**src/rtl/common_types_pkg.sv**
```systemverilog
// Shared types for the core/memory slice: RAM handshake states, prefetch FSM
// states, the buffered fetch entry and a saturating add for event counters.
package common_types_pkg;

  typedef enum logic [1:0] {
    RAM_IDLE = 2'd0,
    RAM_BUSY = 2'd1,
    RAM_DONE = 2'd2
  } ram_state_t;

  typedef enum logic [1:0] {
    FETCH_IDLE    = 2'd0,
    FETCH_BUSY    = 2'd1,
    FETCH_DISCARD = 2'd2
  } fetch_state_t;

  typedef struct packed {
    logic [31:0] pc;
    logic [31:0] word;
  } fetch_entry_t;

  function automatic logic [31:0] sat_add32(input logic [31:0] a, input logic [31:0] b);
    logic [32:0] sum;
    sum = {1'b0, a} + {1'b0, b};
    return sum[32] ? '1 : sum[31:0];
  endfunction

endpackage

```
**src/rtl/ram_if.sv**
```systemverilog
// Word-wide RAM request/response bundle; the core side initiates, the RAM
// answers with RAM_DONE and a load word valid in that cycle only.
interface ram_if;
  import common_types_pkg::*;

  logic        ren;
  logic [3:0]  wen;
  logic [31:0] addr;
  logic [31:0] store;
  logic [31:0] load;
  ram_state_t  state;

  modport cpu (output ren, wen, addr, store, input load, state);
  modport ram (input ren, wen, addr, store, output load, state);
endinterface

```
**src/rtl/fetch_fifo.sv**
```systemverilog
// Synchronous DEPTH x 64-bit FIFO holding {pc, word} pairs; clear empties it
// in one cycle and wins over a same-cycle push or pop.
module fetch_fifo #(
  parameter int DEPTH = 4
) (
  input  logic                     clk,
  input  logic                     nrst,
  input  logic                     push,
  input  logic                     pop,
  input  logic                     clear,
  input  logic [63:0]              wdata,
  output logic [63:0]              rdata,
  output logic                     full,
  output logic                     empty,
  output logic [$clog2(DEPTH):0]   count
);
  localparam int AW = $clog2(DEPTH);
  localparam int CW = AW + 1;

  logic [63:0]   mem [DEPTH];
  logic [AW-1:0] wr_ptr, rd_ptr;
  logic          do_push, do_pop;

  assign full    = (count == CW'(DEPTH));
  assign empty   = (count == '0);
  assign do_pop  = pop && !empty;
  assign do_push = push && (!full || do_pop);
  assign rdata   = mem[rd_ptr];

  always_ff @(posedge clk or negedge nrst) begin
    if (!nrst) begin
      wr_ptr <= '0;
      rd_ptr <= '0;
      count  <= '0;
    end else if (clear) begin
      wr_ptr <= '0;
      rd_ptr <= '0;
      count  <= '0;
    end else begin
      if (do_push) wr_ptr <= wr_ptr + AW'(1);
      if (do_pop)  rd_ptr <= rd_ptr + AW'(1);
      count <= count + CW'(do_push) - CW'(do_pop);
    end
  end

  // NOTE: storage has no reset; count gates every read, so stale words are never visible.
  always_ff @(posedge clk) begin
    if (do_push) mem[wr_ptr] <= wdata;
  end

endmodule

```
**src/rtl/fetch_prefetch.sv**
```systemverilog
// Instruction prefetcher: sequential word reads into a small FIFO, flushed and
// restarted on redirect. Define FETCH_PERF_EN to add fetched/discarded counters.
module fetch_prefetch
  import common_types_pkg::*;
#(
  parameter int          DEPTH    = 4,
  parameter logic [31:0] RESET_PC = 32'h0000_0000
) (
  input  logic        clk,
  input  logic        nrst,
  ram_if.cpu          ram,
  input  logic        redirect,
  input  logic [31:0] redirect_pc,
  input  logic        instr_ready,
  output logic        instr_valid,
  output logic [31:0] instr,
  output logic [31:0] instr_pc
`ifdef FETCH_PERF_EN
  ,
  output logic [31:0] perf_fetched,
  output logic [31:0] perf_discarded
`endif
);
  localparam int CW = $clog2(DEPTH) + 1;

  fetch_state_t  state, state_nxt;
  logic [31:0]   fpc, fpc_nxt, req_addr, req_addr_nxt, new_pc;
  logic          done, push, pop, full, empty;
  logic [CW-1:0] count, count_after;
  logic [63:0]   head_raw;
  fetch_entry_t  head, wentry;

  assign new_pc      = redirect_pc & ~32'h3;
  assign done        = (ram.state == RAM_DONE);
  assign push        = (state == FETCH_BUSY) && done && !redirect;
  assign pop         = instr_valid && instr_ready && !redirect;
  assign count_after = count + CW'(1) - CW'(pop);

  // Request address lives in req_addr so a redirect can move fpc while the
  // outstanding access keeps its address until DONE.
  assign ram.ren   = (state != FETCH_IDLE);
  assign ram.wen   = 4'b0;
  assign ram.store = 32'b0;
  assign ram.addr  = req_addr;

  // NOTE: defaults first so every path assigns each signal and no latch is inferred.
  always_comb begin
    state_nxt    = state;
    fpc_nxt      = fpc;
    req_addr_nxt = req_addr;
    case (state)
      FETCH_IDLE: begin
        if (redirect) begin
          fpc_nxt = new_pc;
        end else if (!full) begin
          state_nxt    = FETCH_BUSY;
          req_addr_nxt = fpc;
        end
      end
      FETCH_BUSY: begin
        if (redirect) begin
          fpc_nxt   = new_pc;
          state_nxt = done ? FETCH_IDLE : FETCH_DISCARD;
        end else if (done) begin
          fpc_nxt = fpc + 32'd4;
          if (count_after < CW'(DEPTH)) req_addr_nxt = fpc + 32'd4;
          else                          state_nxt    = FETCH_IDLE;
        end
      end
      FETCH_DISCARD: begin
        if (redirect) fpc_nxt = new_pc;
        if (done)     state_nxt = FETCH_IDLE;
      end
      default: state_nxt = FETCH_IDLE;
    endcase
  end

  always_ff @(posedge clk or negedge nrst) begin
    if (!nrst) begin
      state    <= FETCH_IDLE;
      fpc      <= RESET_PC;
      req_addr <= RESET_PC;
    end else begin
      state    <= state_nxt;
      fpc      <= fpc_nxt;
      req_addr <= req_addr_nxt;
    end
  end

  assign wentry = '{pc: fpc, word: ram.load};

  fetch_fifo #(.DEPTH(DEPTH)) u_fifo (
    .clk   (clk),
    .nrst  (nrst),
    .push  (push),
    .pop   (pop),
    .clear (redirect),
    .wdata (wentry),
    .rdata (head_raw),
    .full  (full),
    .empty (empty),
    .count (count)
  );

  assign head        = fetch_entry_t'(head_raw);
  assign instr_valid = !empty;
  assign instr       = instr_valid ? head.word : 32'b0;
  assign instr_pc    = instr_valid ? head.pc   : 32'b0;

`ifdef FETCH_PERF_EN
  logic [31:0] drop_cnt;

  // A redirect drops every buffered entry plus the word still owed by BUSY;
  // a DISCARD access was already counted when it was abandoned.
  assign drop_cnt = 32'(count) + ((state == FETCH_BUSY) ? 32'd1 : 32'd0);

  always_ff @(posedge clk or negedge nrst) begin
    if (!nrst) begin
      perf_fetched   <= '0;
      perf_discarded <= '0;
    end else begin
      if (push)     perf_fetched   <= sat_add32(perf_fetched, 32'd1);
      if (redirect) perf_discarded <= sat_add32(perf_discarded, drop_cnt);
    end
  end
`endif

endmodule

```
**src/flat_wrapper.sv**
```systemverilog
// flat-port wrapper written by rule: the top's interface ports become plain ports
module fetch_prefetch_flat import common_types_pkg::*;
#(
  parameter int          DEPTH    = 4,
  parameter logic [31:0] RESET_PC = 32'h0000_0000
)
  (clk, nrst, redirect, redirect_pc, instr_ready, instr_valid, instr, instr_pc, ram_ren, ram_wen, ram_addr, ram_store, ram_load, ram_state);
  ram_if ram_i ();
  input  logic clk;
  input  logic nrst;
  input  logic redirect;
  input  logic [31:0] redirect_pc;
  input  logic instr_ready;
  output logic instr_valid;
  output logic [31:0] instr;
  output logic [31:0] instr_pc;
  output wire logic [$bits(ram_i.ren)-1:0] ram_ren;
  output wire logic [$bits(ram_i.wen)-1:0] ram_wen;
  output wire logic [$bits(ram_i.addr)-1:0] ram_addr;
  output wire logic [$bits(ram_i.store)-1:0] ram_store;
  input wire logic [$bits(ram_i.load)-1:0] ram_load;
  input wire logic [$bits(ram_i.state)-1:0] ram_state;
  assign ram_ren = ram_i.ren;
  assign ram_wen = ram_i.wen;
  assign ram_addr = ram_i.addr;
  assign ram_store = ram_i.store;
  assign ram_i.load = ram_load;
  assign ram_i.state = ram_state;
  fetch_prefetch #(.DEPTH(DEPTH), .RESET_PC(RESET_PC)) u_core (.clk(clk), .nrst(nrst), .ram(ram_i), .redirect(redirect), .redirect_pc(redirect_pc), .instr_ready(instr_ready), .instr_valid(instr_valid), .instr(instr), .instr_pc(instr_pc));
endmodule
```
**config.mk**
```make
export PLATFORM = sky130hd
export DESIGN_NAME = fetch_prefetch_flat
export DESIGN_NICKNAME = d
export VERILOG_FILES = /design/src/rtl/common_types_pkg.sv /design/src/rtl/ram_if.sv /design/src/rtl/fetch_fifo.sv /design/src/rtl/fetch_prefetch.sv /design/src/flat_wrapper.sv
export SDC_FILE = /design/constraint.sdc
export NUM_CORES = 1
export LEC_CHECK = 0
export ABC_AREA = 0
export CORE_MARGIN = 1.5
export CORE_UTILIZATION = 35
export DETAILED_ROUTE_END_ITERATION = 7
export PLACE_DENSITY = 0.61
export SYNTH_ARGS = -nofsm -noshare
export SYNTH_HDL_FRONTEND = slang
export SYNTH_SLANG_ARGS = --single-unit
```
**constraint.sdc**
```tcl
create_clock -name clk -period 4.4 [get_ports clk]
set_clock_uncertainty 0.05 [all_clocks]
set_input_delay 1.32 -clock clk [delete_from_list [all_inputs] [get_ports clk]]
set_output_delay 1.32 -clock clk [all_outputs]
set_load 0.02 [all_outputs]
```
==> impl_metrics.ini, run 1 <==
[outcome]
status = finished clean

[floorplanning]
die_x_um = 201.3
rows = 72
ios = 204
coreArea_mm2 = 0.03874
die_h_um = 201.3
dieArea_mm2 = 0.04051
start_util = 0.3552

[power_and_ir_drop]
p_total_mw = 10.55
cellLeakagePower_nw = 5.734
ir_drop_uv = 248.3
power.density_mw_per_mm2 = 617.2

[timing]
fin_tns_setup_ns = 0
finalSetupViolations = 0
period_share = 0.9308
tightest_slew_ns = 0.8564
relSlewSlack = 0.4291
drv_slew = 0
clock.fmax_ghz = 0.2442
hold_violations = 0
post-route-min-period_ns = 4.095
rsz0062_at_grt = no

[grt]
grt_max_degree = 62
grt_pass1_wl_um = 49400
grt_pass1_vias = 8087
gr-total-overflow = 0
grt_use_total = 0.1586
antenna_found_initial = 2

[drt]
num_vias = 8055
wl_um = 32090
drc = 0
post_drt_wl_per_cell_um = 19.76
vias_per_cell = 4.960
drt_iter0_markers = 583
antenna_left = 0
drtPass1Iterations = 5

[cts]
clockRootBuffer = clkbuf_16
postCtsSetupBuffers = 0
cts_sinks = 317
clk_pin_slew_ns = 0.06
cts_buffer_depth = 3
cts-buffers-inserted = 35
ctsHoldBuffers = 0
cts-htree-levels = 2
insertion_delay_ns = 0.50
cts_tree = built
ctsResizeCount = 0

[synthesis]
synth_seq_cells = 317
synth_top_area_share = 0.5413
ys_seq_area_frac = 0.6668
yosysWarnings = 0
synth_edf_count = 248
synth.distinct_cells = 60
synth_area_per_cell_um2 = 15.07
yosysTopAreaCell = edfxtp_1
syn_area_mm2 = 0.01376
synth_cells = 913
async_flop_share = 0.2177
synth_ff_type = edfxtp_1
netlist_top_cells_area = edfxtp_1, dfrtp_1, mux4_2

[finish]
layout-drive-gt1-share = 0.1421
final_area_mm2 = 0.01709
fin_nets = 1160
mostFrequentLayoutCell = edfxtp_1
n_fill_cell = 3477
synthToLayoutAreaGrowth_pct = 24.24
final_cell_mix = edfxtp_1, clkdlybuf4s50_1, dfrtp_1
post-route-util = 0.4412

[flow_run]
max-cap-violations = 0

[worst_setup_path]
reg2reg_to = u_core.u_fifo.count[2]
path_max_fanout = 46
ff2ff_path_depth = 10
r2r-start = u_core.u_fifo.count[2]
start_kind = register
crit_type = reg2out
worst_setup_path_end_kind = primary output
cp.required_ns = 3.03
arrival_ns = 2.73
regToRegSetupSlack_ns = 1.47

[worst_hold_path]
worstHoldEndpoint = u_core.ram.addr[21]
hp-start = u_core.ram.addr[21]
min_path_type = reg2reg
min_path_cells = 2

[placement]
io_buffer_count = 161
dpl_cell_area_mm2 = 0.01599
place.gp.congestion = 0.8196
hpwl_um = 21100
state kept, by name (all words and copies together), names as in the netlist:
register / count
u_core.fpc: 30
u_core.ram.addr: 30
u_core.state: 2
u_core.u_fifo.count: 3
u_core.u_fifo.mem: 248
u_core.u_fifo.rd_ptr: 2
u_core.u_fifo.wr_ptr: 2
worst max-delay path, cell delays in order (launching register included):
cell and delay (ns):
dfrtp_1 0.45, or3_2 0.74, buf_12 0.27, and2_1 0.15, clkdlybuf4s50_1 0.58
report_power, final:
| group | internal, mW | switching (mW) | total [mW] |
|---|---|---|---|
| combinational | 1.61 | 1.84 | 3.45 |
| sequential | 3.71 | 0.561 | 4.28 |
| clock | 1.70 | 1.13 | 2.83 |
| total | 7.03 | 3.52 | 10.5 |
layer usage:
metal	share of wire	global-route usage
met1	0.45	0.2222
met4	0.017	0.03971
met5	0	0
met3	0.049	0.02737
met2	0.48	0.2569
cell type report:
class / instances / area, µm² / area share
flip-flops and latches: 317 / 9181 / 0.5372
multi-input cells: 531 / 4177 / 0.2443
repair buffers: 188 / 1947 / 0.1139
clock buffers: 50 / 1006 / 0.05885
well taps: 518 / 648.1 / 0.03792
clock inverters: 10 / 97.59 / 0.005710
inverters: 9 / 33.78 / 0.001976
diodes: 1 / 2.502 / 0.0001464
stage by stage:
| step | hold WS (ns) | setup slack [ns] | instances |
|---|---|---|---|
| final | 0.4307 | 0.3045 | 1624 |
| after global routing | 0.4629 | 0.1797 | 1624 |
| after CTS | 0.4395 | 0.2269 | 1623 |
| after detailed placement | 0.4246 | 0.4017 | 1563 |
| after global placement | 0.4145 | 0.4366 | 1563 |
| after floorplan | 0.4210 | 0.2197 | 952 |
synthesized netlist by cell type, types with 5 or more instances:
library cell	instances
buf_4	45
xor2_1	12
mux4_2	62
nand3_1	15
nor3_1	16
o21ai_0	48
nor2_1	44
clkbuf_1	25
and3_1	5
nand2b_1	5
or3_1	8
inv_1	9
ha_1	7
a31oi_1	5
and4_1	5
nor2b_1	5
nand4_1	13
buf_2	20
a311oi_1	7
and2_1	68
dfrtp_1	69
edfxtp_1	248
nor4_1	5
a21oi_1	32
nand2_1	58
xnor2_1	22
kinds of logic after synthesis:
family,count (synthesis),share of synthesized area
buf+inv,104,0.04256
compound gates,123,0.05438
other cells,1,0.0002726
flops,317,0.6668
fa+ha+maj,8,0.007821
xor+xnor,34,0.02164
simple gates,260,0.1021
mux,66,0.1044
worst max-delay path by stage:
stage                                         end                     from  slack, ns  depth (start not counted)
after floorplan           u_core.u_fifo.mem[1][0]             ram_state[0]       0.22                          4
after global placement     u_core.u_fifo.count[2]             ram_state[0]       0.44                         12
after detailed placement   u_core.u_fifo.count[2]             ram_state[0]       0.40                         12
after CTS                            instr_pc[19]  u_core.u_fifo.rd_ptr[0]       0.23                          4
after global routing                 instr_pc[19]  u_core.u_fifo.rd_ptr[0]       0.18                          4
final                                instr_pc[18]   u_core.u_fifo.count[2]       0.30                          4
(Power assumes the default switching activity.)
==> run 2: changes to the inputs <==
--- a/config.mk
+++ b/config.mk
@@ -7,9 +7,9 @@
 export LEC_CHECK = 0
 export ABC_AREA = 0
 export CORE_MARGIN = 1.5
-export CORE_UTILIZATION = 35
+export CORE_UTILIZATION = 54
 export DETAILED_ROUTE_END_ITERATION = 7
-export PLACE_DENSITY = 0.61
+export PLACE_DENSITY = 0.85
 export SYNTH_ARGS = -nofsm -noshare
 export SYNTH_HDL_FRONTEND = slang
 export SYNTH_SLANG_ARGS = --single-unit
==> run 2 against run 1 <==
Global-route usage grew 6.2 points. Power shrank 3.6%. Cell area is 2.5% lower. Routed wire length shrank 9.1%. Non-clock buffer count is the same. Flip-flop and latch count is the same. Via count is 2.6% higher. First-iteration DRC count grew 22%. Register-to-register slack better by 0.25 ns. Worst hold slack better by 0.0020 ns. Largest power group unchanged. Highest routed layer unchanged.
==> impl_metrics.ini, run 2 (synthesis gave the netlist of run 1 again) <==
[worst_setup_path]
critPathTopFamily = buffers and inverters
ff2ff_path_depth = 6
crit_start = u_core.u_fifo.rd_ptr[0]
critPathMaxStageDelay_ns = 0.63
regToRegSetupSlack_ns = 1.72
worst_setup_path_end_kind = primary output
cp.depth = 4
slowest_stage = dfrtp_4
path_max_fanout = 13
crit_type = reg2out
cp_num_buf_inv = 2
crit_path_cell_trace = buf_4, mux4_2, and2_1, clkdlybuf4s50_1
cp.required_ns = 3.03
critPathCapture = instr[13]
reg2reg_to = u_core.fpc[24]
arrival_ns = 2.72
r2r-start = u_core.fpc[2]
start_kind = register

[placement]
dpl_cell_area_mm2 = 0.01570
place_inst = 1374
post-place-ws_ns = 0.4087
io_buffer_count = 161
hpwl_um = 18590
place.gp.congestion = 0.9103

[cts]
cts_sinks = 317
cts-buffers-inserted = 31
ctsHoldBuffers = 0
cts-htree-levels = 1
cts_buffer_depth = 3
insertion_delay_ns = 0.56
cts_tree = built
clk_pin_slew_ns = 0.06
clockRootBuffer = clkbuf_16

[timing]
hold_violations = 0
period_share = 0.9293
clock.fmax_ghz = 0.2446
drv_slew = 0
layout_setup_ws_ns = 0.3109
tightest_slew_ns = 0.9815
finalSetupViolations = 0
fin_hold_ws_ns = 0.4327
fin_tns_setup_ns = 0
rsz0062_at_grt = no
relSlewSlack = 0.3457
post-route-min-period_ns = 4.089

[floorplanning]
die_h_um = 162.6
rows = 58
dieArea_mm2 = 0.02645
ios = 204
die_x_um = 162.6
coreArea_mm2 = 0.02511
start_util = 0.5479

[power_and_ir_drop]
power.density_mw_per_mm2 = 609.9
ir_drop_uv = 363.4
cellLeakagePower_nw = 5.663
p_total_mw = 10.17

[grt]
grt_pass1_vias = 8002
grt_use_total = 0.2208
grt_pass1_wl_um = 44870
antenna_found_initial = 0
grt_max_degree = 67
gr-total-overflow = 0

[finish]
n_fill_cell = 1783
stdcell_count = 1431
fin_nets = 1156
register_area_mm2 = 0.009179
final_cell_mix = edfxtp_1, clkdlybuf4s50_1, dfrtp_1
layout-drive-gt1-share = 0.1390
largest_reg_flops = 248
synthToLayoutAreaGrowth_pct = 21.19
num_antenna_cells = 0
multiInputGateArea_mm2 = 0.004172
post-route-util = 0.6640
mostFrequentLayoutCell = edfxtp_1
largest-register = u_core.u_fifo.mem
final_area_mm2 = 0.01667

[flow_run]
max-cap-violations = 0

[drt]
num_vias = 8268
drc = 0
post_drt_wl_per_cell_um = 20.38
antenna_left = 0
met3RoutedLength_um = 1932
vias_per_cell = 5.778
dr_wl_met2_um = 14110
met1_length_um = 12380
drtPass1Iterations = 6
wl_um = 29170
top_layer = met4
drt_iter0_markers = 713

[worst_hold_path]
min_path_type = reg2reg

[outcome]
status = finished clean
run 2: cell count changes in the layout (fill, tap and decap cells not counted), sizes merged:
cell	delta
inv	+1
clkinv	+4
clkbuf	-8
clkinvlp	-1
diode	-1
run 2: what timing repair did:
item / CTS / global route
buffers inserted: 0 / 1
gates resized for setup: 0 / 1
setup endpoints to repair: 0 / 6
hold endpoints to repair: 0 / 0
run 2: layer usage:
metal | up-vias | global-route usage
li1 | 3717 | -
met1 | 4144 | 0.3151
met2 | 344 | 0.3559
met3 | 63 | 0.03463
met4 | 0 | 0.06464
met5 | - | 0
run 2: area by class of cell:
| cell class | instances | area share |
|---|---|---|
| Sequential cell | 317 | 0.5505 |
| Tap cell | 330 | 0.02476 |
| Clock inverter | 14 | 0.007054 |
| Clock buffer | 42 | 0.05020 |
| Multi-Input combinational cell | 531 | 0.2502 |
| Timing Repair Buffer | 188 | 0.1153 |
| Inverter | 9 | 0.002026 |
run 2: worst min-delay path by stage:
stage                        start                  endpoint  slack, ns  depth (start not counted)
2_1_floorplan        u_core.fpc[8]  u_core.u_fifo.mem[0][40]       0.42                          0
3_3_place_gp    u_core.ram.addr[2]        u_core.ram.addr[2]       0.42                          2
3_5_place_dp   u_core.ram.addr[28]       u_core.ram.addr[28]       0.42                          2
4_1_cts        u_core.ram.addr[27]       u_core.ram.addr[27]       0.44                          2
5_1_grt        u_core.ram.addr[27]       u_core.ram.addr[27]       0.47                          2
6_report        u_core.ram.addr[4]        u_core.ram.addr[4]       0.43                          2
run 2: tightest hold or removal path, stage by stage (launching register included):
cell     delay, ns
dfrtp_1       0.34
nand2_1       0.05
o21ai_0       0.06
run 2: report_power, final:
| group | switching (mW) | internal [mW] |
|---|---|---|
| logic | 1.81 | 1.61 |
| registers | 0.548 | 3.71 |
| clock network | 1.05 | 1.44 |
==> run 3: changes to the inputs <==
==> constraint.sdc (replaced) <==
create_clock -name clk -period 3.8 [get_ports clk]
set_clock_uncertainty 0.05 [all_clocks]
set_input_delay 1.14 -clock clk [delete_from_list [all_inputs] [get_ports clk]]
set_output_delay 1.14 -clock clk [all_outputs]
set_load 0.02 [all_outputs]
==> run 3 against run 2 <==
Critical path depth unchanged. First-iteration DRC count increased by 16%. Routed wire length increased by 0.71%. Critical path type unchanged. Critical endpoint is now instr_pc[14]. Highest routed layer unchanged.
==> impl_metrics.ini, run 3 (synthesis gave the netlist of run 1 again) <==
[finish]
final_cell_mix = edfxtp_1, clkdlybuf4s50_1, dfrtp_1
n_fill_cell = 1726
largest-register = u_core.u_fifo.mem
layout-drive-gt1-share = 0.1450
num_antenna_cells = 0
fin_nets = 1165
largest_reg_flops = 248
synthToLayoutAreaGrowth_pct = 22.24
post-route-util = 0.6698
mostFrequentLayoutCell = edfxtp_1

[drt]
post_drt_wl_per_cell_um = 20.40
wl_um = 29370
drtPass1Iterations = 5
num_vias = 8222
antenna_left = 0
drc = 0
drt_iter0_markers = 824
vias_per_cell = 5.710

[worst_setup_path]
path_max_fanout = 16
regToRegSetupSlack_ns = 1.11
worst_setup_path_end_kind = primary output
crit_start = u_core.u_fifo.rd_ptr[0]
r2r-start = u_core.fpc[2]
start_kind = register
crit_type = reg2out
cp.required_ns = 2.61
reg2reg_to = u_core.fpc[24]
arrival_ns = 2.52
critPathCapture = instr_pc[14]
ff2ff_path_depth = 6

[floorplanning]
dieArea_mm2 = 0.02645
die_h_um = 162.6
rows = 58
die_x_um = 162.6
start_util = 0.5479
ios = 204
coreArea_mm2 = 0.02511

[cts]
cts-htree-levels = 1
clk_pin_slew_ns = 0.06
insertion_delay_ns = 0.55
cts-buffers-inserted = 30
cts_sinks = 317
clockRootBuffer = clkbuf_16
cts_buffer_depth = 3
cts_tree = built

[power_and_ir_drop]
cellLeakagePower_nw = 5.848
power.density_mw_per_mm2 = 702.4
ir_drop_uv = 462.1

[grt]
grt_pass1_wl_um = 46560
gr-total-overflow = 0
antenna_found_initial = 0
grt_max_degree = 62
grt_use_total = 0.2304
grt_pass1_vias = 8330

[timing]
finalSetupViolations = 0
clock.fmax_ghz = 0.2696
drv_slew = 0
hold_violations = 0
fin_tns_setup_ns = 0
period_share = 0.9760
relSlewSlack = 0.3890
rsz0062_at_grt = no
tightest_slew_ns = 0.9165
layout_setup_ws_ns = 0.09106
post-route-min-period_ns = 3.709

[placement]
io_buffer_count = 161
hpwl_um = 19040
place.gp.congestion = 0.8686
post-place-ws_ns = 0.08782

[flow_run]
max-cap-violations = 0

[worst_hold_path]
min_path_type = reg2reg

[outcome]
status = finished clean
run 3: worst max-delay path, cell delays in order, from the launching register on:
cell	delay [ns]
dfrtp_4	0.50
buf_12	0.21
mux4_2	0.53
and2_1	0.17
clkdlybuf4s50_1	0.55
run 3: stage by stage:
step / instances / total power, mW / hold WS [ns] / cell area, µm²
after floorplan: 952 / 7.250 / 0.4210 / 13910
after global placement: 1381 / 8.880 / 0.4204 / 15820
after detailed placement: 1381 / 8.990 / 0.4251 / 15820
after CTS: 1439 / 11.89 / 0.4419 / 16790
after global routing: 1440 / 12.41 / 0.4670 / 16820
final: 1440 / 11.81 / 0.4359 / 16820
run 3: area by class of cell:
type | count | area [µm²] | share of cell area
sequential | 317 | 9179 | 0.5458
multi-input combinational | 531 | 4163 | 0.2475
timing repair buffer | 198 | 2083 | 0.1239
clock buffer | 44 | 844.6 | 0.05022
tap | 330 | 412.9 | 0.02455
clock inverter | 11 | 102.6 | 0.006100
inverter | 9 | 33.78 | 0.002009
run 3: timing repair:
action / CTS / global route
pin swaps: 0 / 0
setup buffers: 3 / 1
hold buffers: 0 / 0
endpoints found under the setup margin: 51 / 35
resized for setup: 0 / 9
run 3: how the worst min path moves through the flow:
| stage | from | end | cells past startpoint |
|---|---|---|---|
| global placement | u_core.ram.addr[5] | u_core.ram.addr[5] | 2 |
| detailed placement | u_core.ram.addr[10] | u_core.ram.addr[10] | 2 |
| CTS | u_core.ram.addr[5] | u_core.ram.addr[5] | 2 |
| floorplan | u_core.fpc[8] | u_core.u_fifo.mem[0][40] | 0 |
| global route | u_core.ram.addr[26] | u_core.ram.addr[26] | 2 |
| finish | u_core.ram.addr[26] | u_core.ram.addr[26] | 2 |
run 3: where the power goes:
group | internal [mW] | total (mW) | leakage (nW) | switching (mW)
sequential | 4.30 | 4.91 | 3.05 | 0.612
clock | 1.67 | 2.86 | 0.460 | 1.19
combinational | 1.90 | 4.05 | 2.33 | 2.14
total | 7.87 | 11.8 | 5.85 | 3.95
run 3: per-layer routing:
metal  global-route usage  part of all wire  up-vias  routed length, µm
li1                     -                 -     3726                  -
met1               0.3169              0.41     4136              12010
met2               0.3906              0.51      319              14880
met3              0.03387             0.067       41               1971
met4              0.05755             0.017        0                507
met5                    0                 0        -                  0
==> RTL edit 1, RTL diff (flow settings as in run 3) <==
Re-encode `fetch_state_t` (3 states) as one-hot, 3 bits wide.
--- a/src/rtl/common_types_pkg.sv
+++ b/src/rtl/common_types_pkg.sv
@@ -8,10 +8,10 @@
     RAM_DONE = 2'd2
   } ram_state_t;
 
-  typedef enum logic [1:0] {
-    FETCH_IDLE    = 2'd0,
-    FETCH_BUSY    = 2'd1,
-    FETCH_DISCARD = 2'd2
+  typedef enum logic [2:0] {
+    FETCH_IDLE    = 3'b001,
+    FETCH_BUSY    = 3'b010,
+    FETCH_DISCARD = 3'b100
   } fetch_state_t;
 
   typedef struct packed {
Behaviour: no difference found for any inputs over 4 cycles, from zero or initial values and one cycle with nrst low; so few cycles prove little.
==> RTL edit 1 against run 3 <==
Cell area rose by 1.7%. Non-clock buffer count is 7 lower. Area after synthesis increased by 0.87%. Total power increased by 2.8%. Clock power grew 13%. Worst setup slack worse by 0.0055 ns. Sequential cell count is 1 higher. Routed wire length fell by 2.1%. Critical endpoint is now instr_pc[12].
==> RTL edit 1: results (changes against run 3) <==
| Metric | Value |
|---|---|
| Worst-Margin Slew | `0.913 ns (was 0.916 ns)` |
| Core Area | `25,200 um^2 (was 25,100 um^2)` |
| Clk sinks | `318 (was 317)` |
| Placed cell areas | `15,900 um^2 (was 15,800 um^2)` |
| #MultiIn Comb | `500 (was 531)` |
| Synth top area cells | `edfxtp_1, dfrtp_1, mux4_2 (unchanged)` |
| Non-clk invs | `11 (was 9)` |
| Pwr/cell area | `710 nW/um^2 (was 702 nW/um^2)` |
| Placed Cells | `1,350 (was 1,381)` |
| # clk buffers | `40 (was 44)` |
| Register area share after synthesis | `66.3% (was 66.7%)` |
| Place WS | `0.237 ns (was 0.0878 ns)` |
| Fraction of area in multi-input gates | `24.9% (was 24.8%)` |
| CTS buffer count | `34 (was 30)` |
| WL/cell | `20.4 um (about the same)` |
| H-tree depth | `2 (was 1)` |
| Total number of vias | `8,095 (was 8,222)` |
| Met1 usage | `31.7% (about the same)` |
| Clock-cell share | `6.45% (was 5.63%)` |
| Worst ir drop on vdd | `0.000482 V (was 0.000462 V)` |
| Vias in the first global route | `7,960 (was 8,330)` |
| Top post-synthesis cells by count | `edfxtp_1, and2_1, dfrtp_1 (was edfxtp_1, dfrtp_1, and2_1)` |
| Post-CTS setup buffer count | `0 (was 3)` |
| HPWL after DPL | `17,900 um (was 19,000 um)` |
| Register area | `9210 um^2 (was 9180 um^2)` |
| Global Route met2 Usage | `34.8% (was 39.1%)` |
| Post-Route WL | `28,700 um (was 29,400 um)` |
| Metal3 WL | `1920 um (was 1970 um)` |
| Post-synth ARST share | `22.0% (was 21.8%)` |
| Cells after Synth | `887 (was 913)` |
| # fillers | `1,697 (was 1,726)` |
| Clock Tree Buf Depth | `3 (unchanged)` |
| Critical-path cell with the highest stage delay | `clkdlybuf4s50_1 (unchanged)` |
| First-pass GRT wire length | `44,500 um (was 46,600 um)` |
| Non-clk bufs | `191 (was 198)` |
| Non-clock buffer share of cell area | `12.2% (was 12.4%)` |
| Outcome | `finished clean (unchanged)` |
| GRT Total Usage | `21.9% (was 23.0%)` |
| Leak pwr | `6.23 nW (was 5.85 nW)` |
| Final nets | `1,134 (was 1,165)` |
| DR WL met2 | `13,700 um (was 14,900 um)` |
| Largest net degree at the start of global routing | `66 (was 62)` |
| Crit-path max FO | `40 (was 16)` |
| First DRT Iteration DRCs | `937 (was 824)` |
| Met1 wire length | `12,500 um (was 12,000 um)` |
| Met3 Use GR | `3.78% (was 3.39%)` |
| Clk_lat worst skew | `0.50 ns (was 0.55 ns)` |
| Placer congestion estimate | `0.894 (was 0.869)` |
| Netlist cell types | `59 (was 60)` |
-- RTL edit 1: cell types whose count changed in the layout (fill, tap and decap cells not counted), sizes merged, moves of 9 or more --
cell and change:
o21ai -38, mux2 +28, nor2 -27, clkdlybuf4s50 -20, dlymetal6s2s +20, o22ai +16
nand2 -13, a21oi +9, nor3 -9
-- RTL edit 1: cells by family after synthesis --
kind of cell    synth area share (%)
simple gates                    8.89
flops                           66.3
mux                             12.6
other cells                   0.0270
xor+xnor                        2.21
buf+inv                         4.24
fa+ha+maj                      0.775
compound gates                  4.95
-- RTL edit 1: worst reg2reg max path, cell delays in order, from the launching register on --
cell,delay [ns]
dfrtp_1,0.60
ha_1,0.33
nand3_1,0.16
nor2_1,0.75
nand2_1,0.31
o22ai_1,0.23
o2bb2a_1,0.24
-- RTL edit 1: path summary, 6_finish.rpt --
kind	from	end	slack, ns	cells after the start
setup / recovery	u_core.u_fifo.rd_ptr[0]$_DFFE_PN0P_	instr_pc[12]	0.09	4
hold / removal	u_core.ram.addr[26]$_DFFE_PN0P_	u_core.ram.addr[26]$_DFFE_PN0P_	0.46	1
setup reg to reg	u_core.fpc[2]$_DFFE_PN0P_	u_core.fpc[16]$_DFFE_PN0P_	1.01	6
hold reg to reg	u_core.ram.addr[26]$_DFFE_PN0P_	u_core.ram.addr[26]$_DFFE_PN0P_	0.46	1
max in group asynchronous	nrst	u_core.state[0]$_DFFE_PN1P_	2.31	2
min in group asynchronous	nrst	u_core.ram.addr[13]$_DFFE_PN0P_	0.60	1
-- RTL edit 1: report_power, final --
part | switching (W) | total (W) | internal (W)
Clock | 0.00126 | 0.00324 | 0.00198
Sequential | 0.000638 | 0.00493 | 0.00429
Combinational | 0.00204 | 0.00398 | 0.00194
==> RTL edit 2, RTL diff (flow settings as in run 3) <==
Made on the original files. `DEPTH` is set to 4 in 3 places; all go to 2.
--- a/src/rtl/fetch_fifo.sv
+++ b/src/rtl/fetch_fifo.sv
@@ -1,7 +1,7 @@
 // Synchronous DEPTH x 64-bit FIFO holding {pc, word} pairs; clear empties it
 // in one cycle and wins over a same-cycle push or pop.
 module fetch_fifo #(
-  parameter int DEPTH = 4
+  parameter int DEPTH = 2
 ) (
   input  logic                     clk,
   input  logic                     nrst,
--- a/src/rtl/fetch_prefetch.sv
+++ b/src/rtl/fetch_prefetch.sv
@@ -3,7 +3,7 @@
 module fetch_prefetch
   import common_types_pkg::*;
 #(
-  parameter int          DEPTH    = 4,
+  parameter int          DEPTH    = 2,
   parameter logic [31:0] RESET_PC = 32'h0000_0000
 ) (
   input  logic        clk,
--- a/src/flat_wrapper.sv
+++ b/src/flat_wrapper.sv
@@ -1,7 +1,7 @@
 // flat-port wrapper written by rule: the top's interface ports become plain ports
 module fetch_prefetch_flat import common_types_pkg::*;
 #(
-  parameter int          DEPTH    = 4,
+  parameter int          DEPTH    = 2,
   parameter logic [31:0] RESET_PC = 32'h0000_0000
 )
   (clk, nrst, redirect, redirect_pc, instr_ready, instr_valid, instr, instr_pc, ram_ren, ram_wen, ram_addr, ram_store, ram_load, ram_state);
Check against the original RTL: not equivalent (Yosys sat finds a counterexample within 4 cycles, from zero or initial values and one cycle with nrst low).
==> RTL edit 2 against run 3 <==
Area after synthesis down 35%. Cell area down 33%. Sequential cell count down 127. Routed wire length down 32%. Clock power down 40%. Worst setup slack better by 0.31 ns. Via count down 22%. Global-route usage up 0.35 points. Total power down 45%. Largest cell class unchanged.
==> RTL edit 2: results (changes against run 3) <==
| Metric | Value |
|---|---|
| Tot Pwr | `0.00645 W (was 0.0118 W)` |
| Net Sw Power | `0.00212 W (was 0.00395 W)` |
| Top post-synthesis cells by count | `edfxtp_1, nor2_1, dfrtp_1 (was edfxtp_1, dfrtp_1, and2_1)` |
| HPWL after DPL | `13,800 um (was 19,000 um)` |
| # fillers | `1,142 (was 1,726)` |
| Placer congestion estimate | `0.902 (was 0.869)` |
| Compound-Gate Fraction of Synth Area | `8.44% (was 5.44%)` |
| Clk_lat worst skew | `0.43 ns (was 0.55 ns)` |
| Cells after Synth | `771 (was 913)` |
| Mux cell area share after synthesis | `7.27% (was 10.4%)` |
| R2R Path Start | `u_core.fpc[9]$_DFFE_PN0P_ (was u_core.fpc[2]$_DFFE_PN0P_)` |
| Layout cells sized above 1 | `9.19% (was 14.5%)` |
| Outcome | `finished clean (unchanged)` |
| Clock power frac | `26.7% (was 24.2%)` |
| Leak pwr | `3.95 nW (was 5.85 nW)` |
| H-tree depth | `4 (was 1)` |
| Place WS | `0.402 ns (was 0.0878 ns)` |
| Vias in the first global route | `5,967 (was 8,330)` |
| Worst reg2reg setup slack | `1.34 ns (was 1.11 ns)` |
| Register area share after synthesis | `59.9% (was 66.7%)` |
| Hold endpoint | `u_core.ram.addr[17]$_DFFE_PN0P_ (was u_core.ram.addr[26]$_DFFE_PN0P_)` |
| Post-Route WL | `20,100 um (was 29,400 um)` |
| Start point of the critical path | `u_core.u_fifo.rd_ptr$_DFFE_PN0P_ (was u_core.u_fifo.rd_ptr[0]$_DFFE_PN0P_)` |
| R2r worst-path depth | `5 (was 6)` |
| Flop pwr share | `44.3% (was 41.6%)` |
| Post-CTS setup buffer count | `0 (was 3)` |
| Worst ir drop on vdd | `0.000483 V (was 0.000462 V)` |
| R2R Path End | `u_core.fpc[27]$_DFFE_PN0P_ (was u_core.fpc[24]$_DFFE_PN0P_)` |
| Non-filler cells, final | `1,152 (was 1,440)` |
| Post-route cell area | `11,300 um^2 (was 16,800 um^2)` |
| Netlist cell types | `61 (was 60)` |
| CTS buffer count | `17 (was 30)` |
| Largest register FFs | `124 (was 248)` |
| Placed Cells | `1,120 (was 1,381)` |
| Adder-cell area share of the yosys netlist | `0.419% (was 0.782%)` |
| Hold_ws | `0.438 ns (was 0.436 ns)` |
| Post-synth EDFFs | `124 (was 248)` |
| XOR/XNOR Fraction of Synth Area | `3.22% (was 2.16%)` |
| Final nets | `996 (was 1,165)` |
[RTL edit 2: cell types whose count changed after synthesis, moves of 7 or more]
cell,before,now
nor2_1,44,100
buf_2,20,5
clkbuf_1,25,32
mux2i_1,4,64
and2_1,68,4
edfxtp_1,248,124
nand3_1,15,25
mux4_2,62,0
[RTL edit 2: final cells by class]
cell class,instances,area share (%)
Clock inverter,14,1.25
Clock buffer,18,3.79
Multi-Input combinational cell,527,28.6
Tap cell,216,2.39
Inverter,4,0.133
Timing Repair Buffer,183,16.3
Sequential cell,190,47.5
[RTL edit 2: metal layers]
layer	GRT usage, %	wire [um]
met5	0	0
met4	7.96	363
met3	4.11	1300
met2	38.5	9760
met1	31.6	8650
[RTL edit 2: critical path: stages (launching register included)]
cell             delay (ns)
dfrtp_4                0.61
buf_4                  0.30
mux2i_1                0.27
nor2_1                 0.07
clkdlybuf4s50_1        0.54
